`src/rtl/uart_8250_pkg.sv`:
```
// rtl/uart_8250_pkg.sv - shared FSM encoding, LCR fields and FIFO entry layout for the 8250 receiver
package uart_8250_pkg;

    localparam logic [2:0] ST_IDLE   = 3'd0;
    localparam logic [2:0] ST_START  = 3'd1;
    localparam logic [2:0] ST_DATA   = 3'd2;
    localparam logic [2:0] ST_PARITY = 3'd3;
    localparam logic [2:0] ST_STOP   = 3'd4;

    localparam int LCR_WLS_LO = 0;
    localparam int LCR_WLS_HI = 1;
    localparam int LCR_PEN    = 3;
    localparam int LCR_EPS    = 4;
    localparam int LCR_STICK  = 5;

    typedef struct packed {
        logic       bi;
        logic       fe;
        logic       pe;
        logic [7:0] data;
    } rx_entry_t;

    localparam int ENTRY_W = $bits(rx_entry_t);

    // Stick parity transmits the inverse of the even-select bit regardless of data.
    function automatic logic parity_bit(input logic data_xor, input logic even, input logic stick);
        if (stick) return ~even;
        return even ? data_xor : ~data_xor;
    endfunction

endpackage

```
`src/rtl/uart_8250_sync_fifo.sv`:
```
// rtl/uart_8250_sync_fifo.sv - show-ahead synchronous FIFO with flush, shared by receive and transmit paths
module uart_8250_sync_fifo #(
    parameter int DEPTH = 16,
    parameter int WIDTH = 11
) (
    input  logic             clk,
    input  logic             rst_n,
    input  logic             push_i,
    input  logic [WIDTH-1:0] push_data_i,
    input  logic             pop_i,
    input  logic             flush_i,
    output logic             full_o,
    output logic             empty_o,
    output logic [6:0]       level_o,
    output logic [WIDTH-1:0] head_o
);

    localparam int             AW      = (DEPTH > 1) ? $clog2(DEPTH) : 1;
    localparam logic [AW-1:0]  PTR_INC = AW'(1);
    localparam logic [6:0]     L_DEPTH = 7'(DEPTH);

    logic [WIDTH-1:0] r_mem [DEPTH];
    logic [AW-1:0]    r_wr_ptr;
    logic [AW-1:0]    r_rd_ptr;
    logic [6:0]       r_level;

    logic w_do_pop;
    logic w_do_push;

    assign w_do_pop  = pop_i && (r_level != 7'd0);
    assign w_do_push = push_i && ((r_level != L_DEPTH) || w_do_pop);

    assign full_o  = (r_level == L_DEPTH);
    assign empty_o = (r_level == 7'd0);
    assign level_o = r_level;
    assign head_o  = empty_o ? '0 : r_mem[r_rd_ptr];

    // A push landing on a flush survives as the only entry, at slot 0.
    always_ff @(posedge clk or negedge rst_n) begin
        if (!rst_n) begin
            r_wr_ptr <= '0;
            r_rd_ptr <= '0;
            r_level  <= 7'd0;
        end else if (flush_i) begin
            r_rd_ptr <= '0;
            r_wr_ptr <= push_i ? PTR_INC : '0;
            r_level  <= push_i ? 7'd1 : 7'd0;
        end else begin
            if (w_do_push) r_wr_ptr <= r_wr_ptr + PTR_INC;
            if (w_do_pop)  r_rd_ptr <= r_rd_ptr + PTR_INC;
            r_level <= r_level + {6'd0, w_do_push} - {6'd0, w_do_pop};
        end
    end

    always_ff @(posedge clk) begin
        if (flush_i && push_i)
            r_mem[0] <= push_data_i;
        else if (!flush_i && w_do_push)
            r_mem[r_wr_ptr] <= push_data_i;
    end

endmodule

```
`src/rtl/uart_8250_rx.sv`:
```
// rtl/uart_8250_rx.sv - 8250-compatible serial receiver with line-status flags and receive FIFO
module uart_8250_rx
    import uart_8250_pkg::*;
#(
    parameter int FIFO_DEPTH = 16
) (
    input  logic       CLK_I,
    input  logic       RST_I,
    input  logic       baud_tick_i,
    input  logic       rxd_i,
    input  logic [7:0] lcr_i,
    input  logic       fifo_en_i,
    input  logic       rx_clr_i,
    input  logic       rd_i,
    input  logic       err_clr_i,
    output logic [7:0] dat_o,
    output logic       dr_o,
    output logic       oe_o,
    output logic       pe_o,
    output logic       fe_o,
    output logic       bi_o,
    output logic [6:0] level_o
);

    logic       r_rxd_meta, r_rxd_sync;
    logic [2:0] r_state;
    logic [3:0] r_tick_cnt;
    logic [2:0] r_bit_cnt;
    logic [7:0] r_shift;
    logic [1:0] r_wls;
    logic       r_pen, r_eps, r_stick;
    logic       r_pe, r_all_low, r_wait_high;
    logic       r_fifo_en_q, r_oe;

    logic       w_sample, w_last_bit, w_push, w_full, w_flush, w_pop, w_accept;
    logic       w_fifo_full, w_fifo_empty;
    logic [6:0] w_level;
    rx_entry_t  w_entry, w_head;
    logic       w_unused_lcr;

    assign w_unused_lcr = ^{lcr_i[7:6], lcr_i[2]};

    always_ff @(posedge CLK_I or negedge RST_I) begin
        if (!RST_I) begin
            r_rxd_meta <= 1'b1;
            r_rxd_sync <= 1'b1;
        end else begin
            r_rxd_meta <= rxd_i;
            r_rxd_sync <= r_rxd_meta;
        end
    end

    assign w_sample   = baud_tick_i && (r_tick_cnt == 4'd15);
    assign w_last_bit = (r_bit_cnt == ({1'b0, r_wls} + 3'd4));
    assign w_push     = (r_state == ST_STOP) && w_sample;

    assign w_entry.bi   = r_all_low && !r_rxd_sync;
    assign w_entry.fe   = !r_rxd_sync;
    assign w_entry.pe   = r_pe;
    assign w_entry.data = w_entry.bi ? 8'h00 : r_shift;

    always_ff @(posedge CLK_I or negedge RST_I) begin
        if (!RST_I) begin
            r_state     <= ST_IDLE;
            r_tick_cnt  <= 4'd0;
            r_bit_cnt   <= 3'd0;
            r_shift     <= 8'h00;
            r_wls       <= 2'd0;
            r_pen       <= 1'b0;
            r_eps       <= 1'b0;
            r_stick     <= 1'b0;
            r_pe        <= 1'b0;
            r_all_low   <= 1'b0;
            r_wait_high <= 1'b0;
        end else begin
            case (r_state)
                ST_IDLE: begin
                    r_tick_cnt <= 4'd0;
                    if (r_wait_high) begin
                        if (r_rxd_sync) r_wait_high <= 1'b0;
                    end else if (!r_rxd_sync) begin
                        r_state <= ST_START;
                    end
                end
                ST_START: if (baud_tick_i) begin
                    if (r_tick_cnt == 4'd7) begin
                        r_tick_cnt <= 4'd0;
                        if (r_rxd_sync) begin
                            r_state <= ST_IDLE;
                        end else begin
                            r_state   <= ST_DATA;
                            r_bit_cnt <= 3'd0;
                            r_shift   <= 8'h00;
                            r_pe      <= 1'b0;
                            r_all_low <= 1'b1;
                            r_wls     <= lcr_i[LCR_WLS_HI:LCR_WLS_LO];
                            r_pen     <= lcr_i[LCR_PEN];
                            r_eps     <= lcr_i[LCR_EPS];
                            r_stick   <= lcr_i[LCR_STICK];
                        end
                    end else begin
                        r_tick_cnt <= r_tick_cnt + 4'd1;
                    end
                end
                ST_DATA: if (baud_tick_i) begin
                    r_tick_cnt <= r_tick_cnt + 4'd1;
                    if (w_sample) begin
                        r_shift[r_bit_cnt] <= r_rxd_sync;
                        if (r_rxd_sync) r_all_low <= 1'b0;
                        r_bit_cnt <= r_bit_cnt + 3'd1;
                        if (w_last_bit) r_state <= r_pen ? ST_PARITY : ST_STOP;
                    end
                end
                ST_PARITY: if (baud_tick_i) begin
                    r_tick_cnt <= r_tick_cnt + 4'd1;
                    if (w_sample) begin
                        r_pe <= (r_rxd_sync != parity_bit(^r_shift, r_eps, r_stick));
                        if (r_rxd_sync) r_all_low <= 1'b0;
                        r_state <= ST_STOP;
                    end
                end
                ST_STOP: if (baud_tick_i) begin
                    r_tick_cnt <= r_tick_cnt + 4'd1;
                    if (w_sample) begin
                        r_state     <= ST_IDLE;
                        r_wait_high <= !r_rxd_sync;
                    end
                end
                default: r_state <= ST_IDLE;
            endcase
        end
    end

    // Holding-register mode is the same FIFO capped at one entry.
    assign w_full   = fifo_en_i ? w_fifo_full : !w_fifo_empty;
    assign w_flush  = rx_clr_i || (fifo_en_i != r_fifo_en_q);
    assign w_pop    = rd_i && !w_fifo_empty && !w_flush;
    assign w_accept = w_push && (w_flush || !w_full || w_pop);

    always_ff @(posedge CLK_I or negedge RST_I) begin
        if (!RST_I) begin
            r_fifo_en_q <= 1'b0;
            r_oe        <= 1'b0;
        end else begin
            r_fifo_en_q <= fifo_en_i;
            if (w_push && !w_accept)
                r_oe <= 1'b1;
            else if (err_clr_i)
                r_oe <= 1'b0;
        end
    end

    uart_8250_sync_fifo #(
        .DEPTH (FIFO_DEPTH),
        .WIDTH (ENTRY_W)
    ) u_fifo (
        .clk         (CLK_I),
        .rst_n       (RST_I),
        .push_i      (w_accept),
        .push_data_i (w_entry),
        .pop_i       (w_pop),
        .flush_i     (w_flush),
        .full_o      (w_fifo_full),
        .empty_o     (w_fifo_empty),
        .level_o     (w_level),
        .head_o      (w_head)
    );

    assign dat_o   = w_head.data;
    assign pe_o    = w_head.pe;
    assign fe_o    = w_head.fe;
    assign bi_o    = w_head.bi;
    assign level_o = w_level;
    assign dr_o    = (w_level != 7'd0);
    assign oe_o    = r_oe;

endmodule

```
`config.mk`:
```
export PLATFORM = sky130hd
export DESIGN_NAME = uart_8250_rx
export DESIGN_NICKNAME = d
export VERILOG_FILES = /design/src/rtl/uart_8250_pkg.sv /design/src/rtl/uart_8250_sync_fifo.sv /design/src/rtl/uart_8250_rx.sv
export SDC_FILE = /design/constraint.sdc
export NUM_CORES = 1
export LEC_CHECK = 0
export CAP_MARGIN = 20
export CELL_PAD_IN_SITES_DETAIL_PLACEMENT = 1
export CELL_PAD_IN_SITES_GLOBAL_PLACEMENT = 1
export CORE_AREA = 2 2 144 174
export CTS_CLUSTER_DIAMETER = 60
export DETAILED_ROUTE_END_ITERATION = 8
export DIE_AREA = 0 0 146 176
export HOLD_SLACK_MARGIN = 0.1
export PLACE_DENSITY_LB_ADDON = 0.1
export SLEW_MARGIN = 20
export SYNTH_ARGS = -nofsm -noshare
export SYNTH_HDL_FRONTEND = slang
export SYNTH_HIERARCHICAL = 1
export SYNTH_SLANG_ARGS = --single-unit
```
`constraint.sdc`:
```
create_clock -name CLK_I -period 12.2 [get_ports CLK_I]
set_clock_uncertainty 0.2 [all_clocks]
set_input_delay 1.22 -clock CLK_I [delete_from_list [all_inputs] [get_ports CLK_I]]
set_output_delay 1.22 -clock CLK_I [all_outputs]
set_load 0.05 [all_outputs]
```
==> summary.md <==
| Metric | Value |
|---|---|
| Final WL | `22.6 mm` |
| Die Span Y | `176 µm` |
| R2r worst-path depth | `11` |
| Post-synthesis sequential area ratio | `66.0%` |
| Mean post-synth cell area | `16.2 µm²` |
| Fillers | `2,374` |
| # DRC | `0` |
| Fraction of layout cells with a size suffix above 1 | `17.8%` |
| Fraction of registers with async set/reset | `20.4%` |
| Synth unique cells | `61` |
| Die Wd | `146 µm` |
| Slew of the pin with the lowest slew margin | `0.932 ns` |
| Total gr overflow | `0` |
| Post-Route Utilization | `46.9%` |
| Worst-case vdd ir drop | `0.0899 mV` |
| Iter 0 DRT Violations | `270` |
| Vias | `5,397` |
| Detail Route Antenna Nets | `0` |
| Slew Viols, Final | `0` |
| Status | `finished, final reports clean` |
| R2r startpoint | `u_fifo/level_o[3]` |
| Num ports | `36` |
| FF-to-FF setup slack | `7.66 ns` |
| Antenna diodes | `0` |
| Gpl congestion | `0.730` |
| Crit path kind | `flip-flop to primary output` |
| P per Cell Area | `142 mW/mm²` |
| First-pass GRT wire length | `35.1 mm` |
| Num CTS Buffers | `24` |
| Worst Setup EP | `fe_o` |
| Hold WC Path Type | `flip-flop to flip-flop` |
| Leak pwr | `3.83 nW` |
| Final hold vios | `0` |
| Core ar. | `0.0239 mm²` |
| Largest net degree at the start of global routing | `46` |
| CP startpoint | `u_fifo/r_rd_ptr[1]` |
| Sink Count | `221` |
| Vias per cell | `5.50` |
| Initial core utilization | `40.7%` |
| RSZ-0062 raised after global routing | `false` |
| Netlist Area Pre-Place | `0.00972 mm²` |
| Critical path endpoint category | `primary output` |
| Antenna violations before repair | `0` |
| Final nets | `673` |
| Wirelength per Cell | `23.0 µm` |
| Synth Net Count | `628` |
| Tcrit/Tclk final | `42.5%` |
| Post-cts sizing count | `0` |
| Die area | `0.0257 mm²` |
| Worst Setup Start Kind | `flip-flop` |
| Crit path DAT | `3.76 ns` |
| Core Rows | `62` |
| HPWL Detailed | `13.8 mm` |
| WP data required | `10.78 ns` |
| Port Buffers | `32` |
| Largest fanout on the critical path | `33` |
| Clk slew on worst S/H paths | `0.06 ns` |
| Worst skew pair latency | `0.51 ns` |
| Post-CTS Setup Inserts | `0` |
| Maximum clock frequency | `193 MHz` |
| Yosys warns | `6` |
| Synth Flop Type | `edfxtp_1` |
| Min cycle time layout | `5.18 ns` |
| Cells after synthesis | `599` |
| Yosys reg bits | `221` |
| Tot GR Track Use | `18.0%` |
| Vias in the first global route | `5,871` |
| Clk buf depth | `3` |
| Reg2reg end | `u_fifo/r_mem[7][4]` |
| Final TNS setup | `0 ns` |
| Pre-antenna DRT Iters | `4` |
| Area grow syn2layout | `15.3%` |
| Worst Hold Depth | `0` |
| Setup-failing EPs final | `0` |
| CTS HTree Levels | `1` |
| Hold-fix buffers at CTS | `0` |
| Number of synthesized flops with an enable pin | `176` |
| CTS root buf | `clkbuf_16` |
| Relative slew slack | `37.8%` |
| CTS tree | `built` |
| Max-cap violations | `0` |
-- per-layer routing --
layer | wire length (µm) | vias to the layer above | GRT usage (%)
met5 | 0 | - | 0
met4 | 326 | 0 | 4.21
met3 | 707 | 27 | 2.43
met2 | 12100 | 93 | 33.2
met1 | 9500 | 2836 | 22.6
li1 | - | 2441 | -
-- cell type report --
| type | count | area (µm²) | share of cell area, % |
|---|---|---|---|
| sequential | 221 | 6420 | 57.3 |
| timing repair buffer | 51 | 458 | 4.09 |
| tap | 320 | 400 | 3.57 |
| clock inverter | 16 | 139 | 1.24 |
| multi-input combinational | 329 | 3090 | 27.6 |
| inverter | 17 | 63.8 | 0.570 |
| clock buffer | 28 | 637 | 5.69 |
-- cells in the final DEF, fill, tap and decap left out, drive strengths merged, types with 3 or more instances in the layout --
cell type      count
and2              12
clkdlybuf4s50     31
nand3b             6
nor3b              3
nand4              4
mux2               5
a211oi            26
nor4               7
o21ai             20
ha                12
xor2               4
mux2i             17
clkinv            11
edfxtp           176
inv               18
and3               3
nor2b             17
nand2             27
buf               20
dfrtp             43
or4                3
nor3              13
a31oi              4
clkbuf            28
xnor2             15
nand2b            10
nor2              24
a21oi             11
nand3             17
mux4              44
-- flip-flops by register name, summed over array words and instances, names as in the netlist --
register         flops
oe_o                 1
r_rxd_sync           1
u_fifo/r_mem       176
r_all_low            1
r_wls                2
r_fifo_en_q          1
r_bit_cnt            3
r_rxd_meta           1
r_eps                1
r_stick              1
r_pe                 1
u_fifo/r_rd_ptr      4
u_fifo/r_wr_ptr      4
r_wait_high          1
u_fifo/level_o       7
r_state              3
r_pen                1
r_shift              8
r_tick_cnt           4
-- stage by stage --
step,hold WS [ns],setup WS (ns),cell area (µm²),power [mW],instances
after floorplan,0.145,7.74,9720,0.872,599
after global routing,0.162,6.85,11200,1.64,982
final,0.157,7.02,11200,1.59,982
after CTS,0.158,6.96,11200,1.61,982
after detailed placement,0.149,6.88,10400,0.892,938
after global placement,0.146,7.00,10400,0.887,938
-- power by group --
group,switching [mW],internal (mW)
registers,0.0152,0.812
logic,0.0277,0.0200
clock network,0.293,0.418
total,0.335,1.25
-- cell usage after synthesis (16+ instances only) --
| library cell | number | area share (%) |
|---|---|---|
| a211oi_1 | 26 | 2.0 |
| dfrtp_1 | 43 | 11 |
| edfxtp_1 | 176 | 54 |
| inv_1 | 16 | 0.62 |
| mux2i_1 | 17 | 1.8 |
| mux4_2 | 29 | 6.7 |
| nand2_1 | 26 | 1.0 |
| nand3_1 | 17 | 0.88 |
| nor2_1 | 24 | 0.93 |
| nor2b_1 | 17 | 1.1 |
| o21ai_0 | 20 | 1.0 |
-- kinds of logic after synthesis --
group,Yosys count,share of synthesized area [%]
AOI/OAI and AO/OA,79,5.68
adders and majority gates,13,1.75
muxes,66,13.1
xor gates and xnor gates,19,1.71
and+or+nand+nor,152,8.96
DFF,221,66.0
buffers and inverters,49,2.78
-- worst max-delay path, stage by stage (launching register included) --
cell and delay, ns:
dfrtp_2 0.63, buf_4 0.59, mux4_2 0.33, nor2b_1 0.13
a211oi_1 0.08, a211oi_1 0.54, clkdlybuf4s50_1 0.92
-- how the worst min path moves through the flow --
stage	from	to
final	r_rxd_meta	r_rxd_sync
after global routing	r_rxd_meta	r_rxd_sync
after CTS	r_rxd_meta	r_rxd_sync
after detailed placement	r_rxd_meta	r_rxd_sync
after global placement	r_rxd_meta	r_rxd_sync
after floorplan	r_rxd_meta	r_rxd_sync
No activity file was read; power rests on OpenSTA's default activity.
